### src/rtl/adder_arbiter.sv
// Two-requester round-robin front end sharing one registered adder.
// One operation in flight: IDLE arbitrates, EXEC adds, DONE holds until rdy.
module adder_arbiter #(
    parameter int WIDTH = 32
) (
    input  logic             clk,
    input  logic             rst_n,
    input  logic [1:0]       req,
    input  logic [WIDTH-1:0] a0,
    input  logic [WIDTH-1:0] b0,
    input  logic [WIDTH-1:0] a1,
    input  logic [WIDTH-1:0] b1,
    input  logic [7:0]       xin0,
    input  logic [7:0]       xin1,
    input  logic             rdy,
    output logic [1:0]       gnt,
    output logic [WIDTH-1:0] s,
    output logic [7:0]       xout,
    output logic             ovf,
    output logic             owner,
    output logic             done
);

    localparam logic [7:0] ASCII_G = 8'h67;
    localparam logic [7:0] ASCII_K = 8'h6B;

    typedef enum logic [1:0] {
        IDLE,
        EXEC,
        DONE
    } state_t;

    state_t           state_q;
    logic [WIDTH-1:0] a_q;
    logic [WIDTH-1:0] b_q;
    logic             cin_q;
    logic             last_q;
    logic [1:0]       gnt_q;
    logic             done_q;
    logic [WIDTH-1:0] s_q;
    logic [7:0]       xout_q;
    logic             ovf_q;
    logic             owner_q;

    logic             winner_d;
    logic [WIDTH-1:0] opa_d;
    logic [WIDTH-1:0] opb_d;
    logic             cin_d;
    logic [WIDTH-1:0] sum_d;
    logic             carry_d;
    logic             ovf_d;

    // On a tie the requester that was not served last wins; a lone requester always wins.
    always_comb begin
        winner_d = req[0] ? (req[1] & ~last_q) : 1'b1;
        opa_d    = winner_d ? a1 : a0;
        opb_d    = winner_d ? b1 : b0;
        cin_d    = ((winner_d ? xin1 : xin0) == ASCII_G);
    end

    // The single shared adder works only on the latched operands.
    always_comb begin
        {carry_d, sum_d} = {1'b0, a_q} + {1'b0, b_q} + {{WIDTH{1'b0}}, cin_q};
        ovf_d            = (a_q[WIDTH-1] == b_q[WIDTH-1]) && (sum_d[WIDTH-1] != a_q[WIDTH-1]);
    end

    always_ff @(posedge clk) begin
        if (!rst_n) begin
            state_q <= IDLE;
            a_q     <= '0;
            b_q     <= '0;
            cin_q   <= 1'b0;
            last_q  <= 1'b1;
            gnt_q   <= 2'b00;
            done_q  <= 1'b0;
            s_q     <= '0;
            xout_q  <= ASCII_K;
            ovf_q   <= 1'b0;
            owner_q <= 1'b0;
        end else begin
            gnt_q <= 2'b00;
            case (state_q)
                IDLE: begin
                    if (req != 2'b00) begin
                        a_q     <= opa_d;
                        b_q     <= opb_d;
                        cin_q   <= cin_d;
                        owner_q <= winner_d;
                        gnt_q   <= winner_d ? 2'b10 : 2'b01;
                        state_q <= EXEC;
                    end
                end
                EXEC: begin
                    s_q     <= sum_d;
                    xout_q  <= carry_d ? ASCII_G : ASCII_K;
                    ovf_q   <= ovf_d;
                    done_q  <= 1'b1;
                    state_q <= DONE;
                end
                DONE: begin
                    // History only advances once the consumer has taken the result.
                    if (rdy) begin
                        done_q  <= 1'b0;
                        last_q  <= owner_q;
                        state_q <= IDLE;
                    end
                end
                default: state_q <= IDLE;
            endcase
        end
    end

    assign gnt   = gnt_q;
    assign done  = done_q;
    assign s     = s_q;
    assign xout  = xout_q;
    assign ovf   = ovf_q;
    assign owner = owner_q;

endmodule

### config.mk
export PLATFORM = sky130hd
export DESIGN_NAME = adder_arbiter
export DESIGN_NICKNAME = d
export VERILOG_FILES = /design/src/rtl/adder_arbiter.sv
export SDC_FILE = /design/constraint.sdc
export NUM_CORES = 1
export LEC_CHECK = 0
export CAP_MARGIN = 10
export CORE_MARGIN = 5
export CORE_UTILIZATION = 41
export DETAILED_ROUTE_END_ITERATION = 10
export GPL_TIMING_DRIVEN = 0
export PLACE_DENSITY = 0.81
export SETUP_SLACK_MARGIN = 0.4
export SLEW_MARGIN = 20
export SYNTH_ARGS = -nofsm -noshare
export SYNTH_HDL_FRONTEND = slang
export SYNTH_SLANG_ARGS = --single-unit
### constraint.sdc
create_clock -name clk -period 2.5 [get_ports clk]
set_input_delay 0.75 -clock clk [delete_from_list [all_inputs] [get_ports clk]]
set_output_delay 0.75 -clock clk [all_outputs]
set_load 0.005 [all_outputs]
==> impl_metrics.yaml, run 1 <==
pwr:
  power_mw: 4.91
  pwr-share-seq_pct: 40.7
  power_frac_comb_pct: 29.1
  power.switching_mw: 1.47
  power_density_nw_per_um2: 555
  p_clk_share_pct: 30.2
  switching_share_pct: 29.9
  leakage_nw: 3.87
  p_int_mw: 3.44
  ir_worst_vdd_uv: 380
detailed_routing:
  wire_per_inst_um: 17.7
  vias: 6103
  viasPerCell: 5.71
  postRouteAntennaNets: 0
  drtIter0Drc: 662
  drc: 0
  dr.pass1.iters: 9
  route.final.wire_length_mm: 19.0
floorplan:
  die_h_um: 127
  num_rows: 42
  start_util_pct: 42.1
  dieArea_um2: 16100
  dieWidth_um: 127
  core_um2: 13300
  pin_count: 194
finish:
  final_common_cell: "clkdlybuf4s50_1"
  fin_util_pct: 66.3
  most-common-layout-cells: "clkdlybuf4s50_1, dfxtp_1, inv_1"
  area_growth_pct: 57.7
  layout.nets: 1070
  antennaDiodeCount: 0
  drive_gt1_share_pct: 17.5
logic_synthesis:
  synth_edf_count: 0
  synth_ff_type: "dfxtp_1"
  netlist_area_um2: 5620
  synth_top_area_share_pct: 38.1
  synth.yosys.seq_area_share_pct: 38.1
  ys_async_sr_fraction_pct: 0
  synth-seq-cells: 107
  synth.area.top_cells: "dfxtp_1, a222oi_1, ha_1"
  ys_warn_count: 0
  avgSynthCellArea_um2: 8.43
  synth_cell_types: 59
  synth_top_area_cell: "dfxtp_1"
  synthCells: 666
clock_tree:
  hold_buffers: 0
  clk_latency_ns: 0.36
  cts_max_path_buffers: 2
  cts_tree: "yes"
  cts.clk_slew.worst_paths_ns: 0.08
  cts-buffers-inserted: 9
  htree_levels: 3
  cts_root_buf: "clkbuf_16"
  cts.sinks: 107
worst_hold_path:
  whs_endpoint: "s[25]$_SDFFE_PN0P_"
  hp-class: "flip-flop to flip-flop"
  hold_depth: 2
  worstHoldStart: "s[25]$_SDFFE_PN0P_"
timing:
  fin_crit_sh_pct: 111
  tightest_slew_ns: 0.722
  layout_min_cycle_time_ns: 2.77
  fin_skew_ns: 0.0133
  final_max_slew_viol_count: 0
  rsz0062_at_grt: "true"
  fmax_mhz: 361
  relSlewSlack_pct: 51.7
  layout_setup_ws_ns: -0.273
  setup_viol: 13
  hold_viol_final: 0
setup_path:
  cp_cell_sequence: "fa_2 > fa_2 > a21o_4 > a31oi_4 > or4_4 > a211o_1 > a2111o_1 > and4_4 > a211o_1"
  rr_worst_depth: 9
  crit_path_start_kind: "flip-flop"
  required_ns: 2.74
  path_class: "flip-flop to flip-flop"
  slowest_delay_ns: 0.47
  path_max_fanout: 3
  crit_path_end_kind: "flip-flop"
  worstPathArrival_ns: 3.02
  reg2reg_to: "s[26]$_SDFFE_PN0P_"
  r2r-start: "b_q[0]$_SDFFE_PN0P_"
  crit_slowest_cell: "or4_4"
  rrSetupSlack_ns: -0.27
placed_design:
  hpwl_mm: 14.0
  place.gp.congestion: 0.898
  port_buffers: 187
grt:
  grt_pass1_wl_mm: 28.9
  grt_max_degree: 17
  busiest_layer: "met2"
  met2_usage_pct: 39.4
  grt.total_usage_pct: 21.9
  grt_antenna_before_repair: 0
  overflow: 0
  grt_pass1_vias: 5888
  grtUsageMet1_pct: 25.4
  grt_use_met3_pct: 5.26
status:
  violations: "negative setup slack"
  outcome: "finished, violations left"
run:
  drv_cap: 0
flip-flops by register name, summed over array words and instances, names as in the netlist:
signal / cells
ovf: 1
done: 1
b_q: 32
state_q: 2
gnt: 2
last_q: 1
a_q: 32
cin_q: 1
s: 32
owner: 1
xout: 2
layer usage:
metal  vias up  wire length [µm]
met5         -                 0
met2       245              9660
met4         0               381
li1       2917                 -
met1      2915              7460
met3        26              1450
how the worst max path moves through the flow:
| stage | startpoint | endpoint | cells past startpoint |
|---|---|---|---|
| floorplan | cin_q$_SDFFE_PN0P_ | s[26]$_SDFFE_PN0P_ | 9 |
| global placement | rst_n | a_q[18]$_SDFFE_PN0P_ | 8 |
| detailed placement | rst_n | a_q[29]$_SDFFE_PN0P_ | 8 |
| CTS | cin_q$_SDFFE_PN0P_ | s[26]$_SDFFE_PN0P_ | 9 |
| global route | cin_q$_SDFFE_PN0P_ | s[26]$_SDFFE_PN0P_ | 9 |
| finish | b_q[0]$_SDFFE_PN0P_ | s[26]$_SDFFE_PN0P_ | 9 |
power groups by stage:
stage	registers (mW)	logic, mW	clock network, mW
final	2.00	1.43	1.48
after global routing	2.02	1.55	1.55
after CTS	1.99	1.30	1.49
after detailed placement	2.02	1.22	0
after global placement	2.02	1.20	0
after floorplan	1.99	0.679	0
cells in the mapped netlist, drive strengths merged, types with 3 or more instances:
library cell and number:
a211o 6, a211oi 4, a21o 12, a21oi 53
a221o 4, a222oi 64, a31oi 4, and2 6
and3 3, buf 13, clkbuf 38, dfxtp 107
ha 31, inv 76, nand2 66, nand3 15
nand4 17, nor2 30, nor3 9, nor4 3
o21ai 33, o21bai 5, o311ai 3, or3 4
or4 4, xnor2 9, xor2 9
cell families (layout without fill, tap and decap cells):
| kind of cell | after synthesis | after routing | synth area share (%) |
|---|---|---|---|
| XOR/XNOR | 18 | 18 | 2.81 |
| flip-flops | 107 | 107 | 38.1 |
| buffers and inverters | 127 | 350 | 8.93 |
| adder cells (fa/ha/maj) | 33 | 33 | 7.62 |
| AO/OA/AOI/OAI | 208 | 208 | 27.5 |
| multiplexers | 2 | 2 | 0.357 |
| other | 2 | 6 | 0.134 |
| AND/OR/NAND/NOR | 169 | 169 | 14.5 |
layout make-up:
cell class / count / area [µm²]
flip-flops and latches: 107 / 2150
inverters: 76 / 288
clock inverters: 4 / 48.8
well taps: 176 / 220
fillers: 1077 / 4490
plain buffers: 51 / 383
repair buffers: 207 / 2050
multi-input cells: 436 / 3460
clock buffers: 12 / 256
stage by stage:
| stage | worst slack, ns | TNS, ns | hold slack, ns | instances | cell area (µm²) |
|---|---|---|---|---|---|
| CTS | -0.254 | -1.11 | 0.450 | 1054 | 8410 |
| finish | -0.273 | -2.19 | 0.446 | 1069 | 8850 |
| global route | -0.353 | -3.60 | 0.464 | 1069 | 8850 |
| floorplan | -0.142 | -0.286 | 0.435 | 670 | 5700 |
| detailed placement | -0.695 | -45.15 | 0.441 | 1033 | 7790 |
| global placement | -0.688 | -44.44 | 0.437 | 1033 | 7790 |
timing repair:
item,in CTS,in global routing
setup buffers,5,15
endpoints found under the setup margin,97,91
gates resized for setup,88,83
cloned,0,0
hold endpoints to repair,0,0
pin swaps,12,38
worst max-delay path, delay by kind of cell, from the launching register on:
family,cells,cell delay [ns]
AOI/OAI and AO/OA,5,1.17
DFF,1,0.35
and+or+nand+nor,2,0.67
adders and majority gates,2,0.46
No activity file was read; power rests on OpenSTA's default activity.
==> run 2, diff against run 1 <==
Settings changed: CELL_PAD_IN_SITES_DETAIL_PLACEMENT set to 1, CELL_PAD_IN_SITES_GLOBAL_PLACEMENT set to 1, CORE_UTILIZATION 41 to 30, GPL_TIMING_DRIVEN 0 to unset, PLACE_DENSITY 0.81 to 0.82.
==> run 2 against run 1 <==
Compared with the run above: the flow still finishes with violations (negative setup slack); first-iteration DRC count down 18%; setup slack better by 0.052 ns; wire length up 13%; non-clock buffer count down 3; fmax up 1.9%; combinational power up 3%; utilization down 19 points; critical path depth unchanged; count of clock-buffer cells in the layout down 2; design area down 0.41%; critical path type unchanged; largest cell class unchanged; largest power group unchanged.
==> impl_metrics.yaml, run 2 (synthesized netlist as in run 1, its figures left out) <==
timing:
  relSlewSlack_pct: 59.5
  setup_viol: 8
  layout_setup_ws_ns: -0.221
  fmax_mhz: 368
  fin_crit_sh_pct: 109
  final_max_slew_viol_count: 0
  layout_min_cycle_time_ns: 2.72
  tightest_slew_ns: 0.592
  fin_setup_tns_ns: -0.831
  hold-worst-slack_ns: 0.459
  rsz0062_at_grt: "true"
  fin_skew_ns: 0.0104
  hold_viol_final: 0
finish:
  final_common_cell: "clkdlybuf4s50_1"
  area_growth_pct: 57.0
  drive_gt1_share_pct: 15.2
  final_cell_area_um2: 8820
  instances_no_fill: 1124
  most-common-layout-cells: "clkdlybuf4s50_1, dfxtp_1, inv_1"
  antennaDiodeCount: 0
  layout.nets: 1067
floorplan:
  dieWidth_um: 147
  pin_count: 194
  die_h_um: 147
  dieArea_um2: 21600
  start_util_pct: 30.2
  core_um2: 18600
  num_rows: 50
detailed_routing:
  postRouteAntennaNets: 0
  vias: 6046
  drc: 0
  wire_per_inst_um: 19.1
  viasPerCell: 5.38
  route.final.wire_length_mm: 21.5
  dr.pass1.iters: 9
  drtIter0Drc: 543
clock_tree:
  cts.sinks: 107
  clk_latency_ns: 0.36
  cts_root_buf: "clkbuf_16"
  cts-buffers-inserted: 9
  hold_buffers: 0
  cts.clk_slew.worst_paths_ns: 0.08
  cts_tree: "yes"
  htree_levels: 3
  cts_max_path_buffers: 2
placed_design:
  place_area_um2: 8170
  port_buffers: 187
  place_ws_ns: -0.354
  place.gp.congestion: 0.852
  hpwl_mm: 16.4
  place_inst: 1100
setup_path:
  crit_slowest_cell: "or4_4"
  worst-path-buf-inv: 0
  required_ns: 2.75
  r2r-start: "cin_q$_SDFFE_PN0P_"
  rrSetupSlack_ns: -0.22
  critPathTopFamily: "compound AO/OA/AOI/OAI gates"
  worstPathArrival_ns: 2.97
  crit_path_start: "cin_q$_SDFFE_PN0P_"
  path_class: "flip-flop to flip-flop"
  crit_path_start_kind: "flip-flop"
  path_max_fanout: 3
  slowest_delay_ns: 0.46
  cp_cell_sequence: "fa_2 > fa_2 > a21o_4 > a31oi_4 > or4_4 > a211o_1 > a2111o_1 > and4_4 > a211o_1"
  crit_path_end_kind: "flip-flop"
run:
  drv_cap: 0
worst_hold_path:
  hp-class: "flip-flop to flip-flop"
  worstHoldStart: "s[3]$_SDFFE_PN0P_"
pwr:
  pwr-share-seq_pct: 40.0
  power_density_nw_per_um2: 566
  power.switching_mw: 1.53
  switching_share_pct: 30.6
  ir_worst_vdd_uv: 314
  power_frac_comb_pct: 29.7
  leakage_nw: 3.89
  p_int_mw: 3.46
  p_clk_share_pct: 30.2
grt:
  grt_antenna_before_repair: 0
  grt_max_degree: 47
  grt_pass1_wl_mm: 33.6
  grt.total_usage_pct: 19.3
  overflow: 0
  grt_pass1_vias: 6396
status:
  violations: "negative setup slack"
  outcome: "finished, violations left"
[run 2: cell types whose count changed in the layout (fill, tap and decap cells not counted), sizes merged]
cell and change:
dlymetal6s2s +2, dlygate4sd2 -1, clkinv -1, buf +24, clkdlybuf4s50 -1, inv +3, clkbuf -29
[run 2: path summary, 6_finish.rpt]
path / end / cells past startpoint
hold reg to reg: s[3]$_SDFFE_PN0P_ / 2
setup reg to reg: s[26]$_SDFFE_PN0P_ / 9
setup / recovery: s[26]$_SDFFE_PN0P_ / 9
hold / removal: s[3]$_SDFFE_PN0P_ / 2
[run 2: layout make-up]
class | instances | area (µm²)
clock buffer | 10 | 239
sequential | 107 | 2150
inverter | 76 | 288
clock inverter | 6 | 70.1
tap | 234 | 293
multi-input combinational | 436 | 3270
fill | 2090 | 9760
timing repair buffer | 255 | 2510
[run 2: what timing repair did]
item / 4_1_cts / 5_1_grt
endpoints found under the setup margin: 89 / 94
pin swaps: 19 / 10
gates resized for setup: 36 / 18
setup buffers: 4 / 3
gates cloned: 0 / 1
[run 2: through the flow]
stage	total power, mW	utilization [%]
2_1_floorplan	2.67	-
3_3_place_gp	3.36	43.9
5_1_grt	5.25	47.5
6_report	4.99	47.5
3_5_place_dp	3.41	43.9
4_1_cts	4.99	46.8
[run 2: worst reg2reg max path: stages (launching register included)]
cell and delay, ns:
dfxtp_2 0.35, fa_2 0.22, fa_2 0.23, a21o_4 0.14
a31oi_4 0.08, or4_4 0.46, a211o_1 0.31, a2111o_1 0.42
and4_4 0.20, a211o_1 0.22
[run 2: routing by layer]
| layer | wire [µm] | GRT usage, % | vias up |
|---|---|---|---|
| met1 | 8570 | 22.6 | 2947 |
| met5 | 0 | 0 | - |
| met2 | 11400 | 35.2 | 168 |
| met4 | 417 | 5.03 | 0 |
| met3 | 1140 | 4.53 | 26 |
| li1 | - | - | 2905 |
[run 2: power groups by stage]
stage,logic [mW],clock network (mW),registers [mW]
final,1.48,1.51,2.00
after CTS,1.44,1.54,2.00
after detailed placement,1.38,0,2.03
after floorplan,0.679,0,1.99
after global placement,1.34,0,2.02
after global routing,1.62,1.61,2.02
==> run 3, diff against run 2 <==
Settings changed: CTS_CLUSTER_SIZE set to 20.
==> results of run 3 <==
Final layout, timing and power as in run 2 (identical DEF).
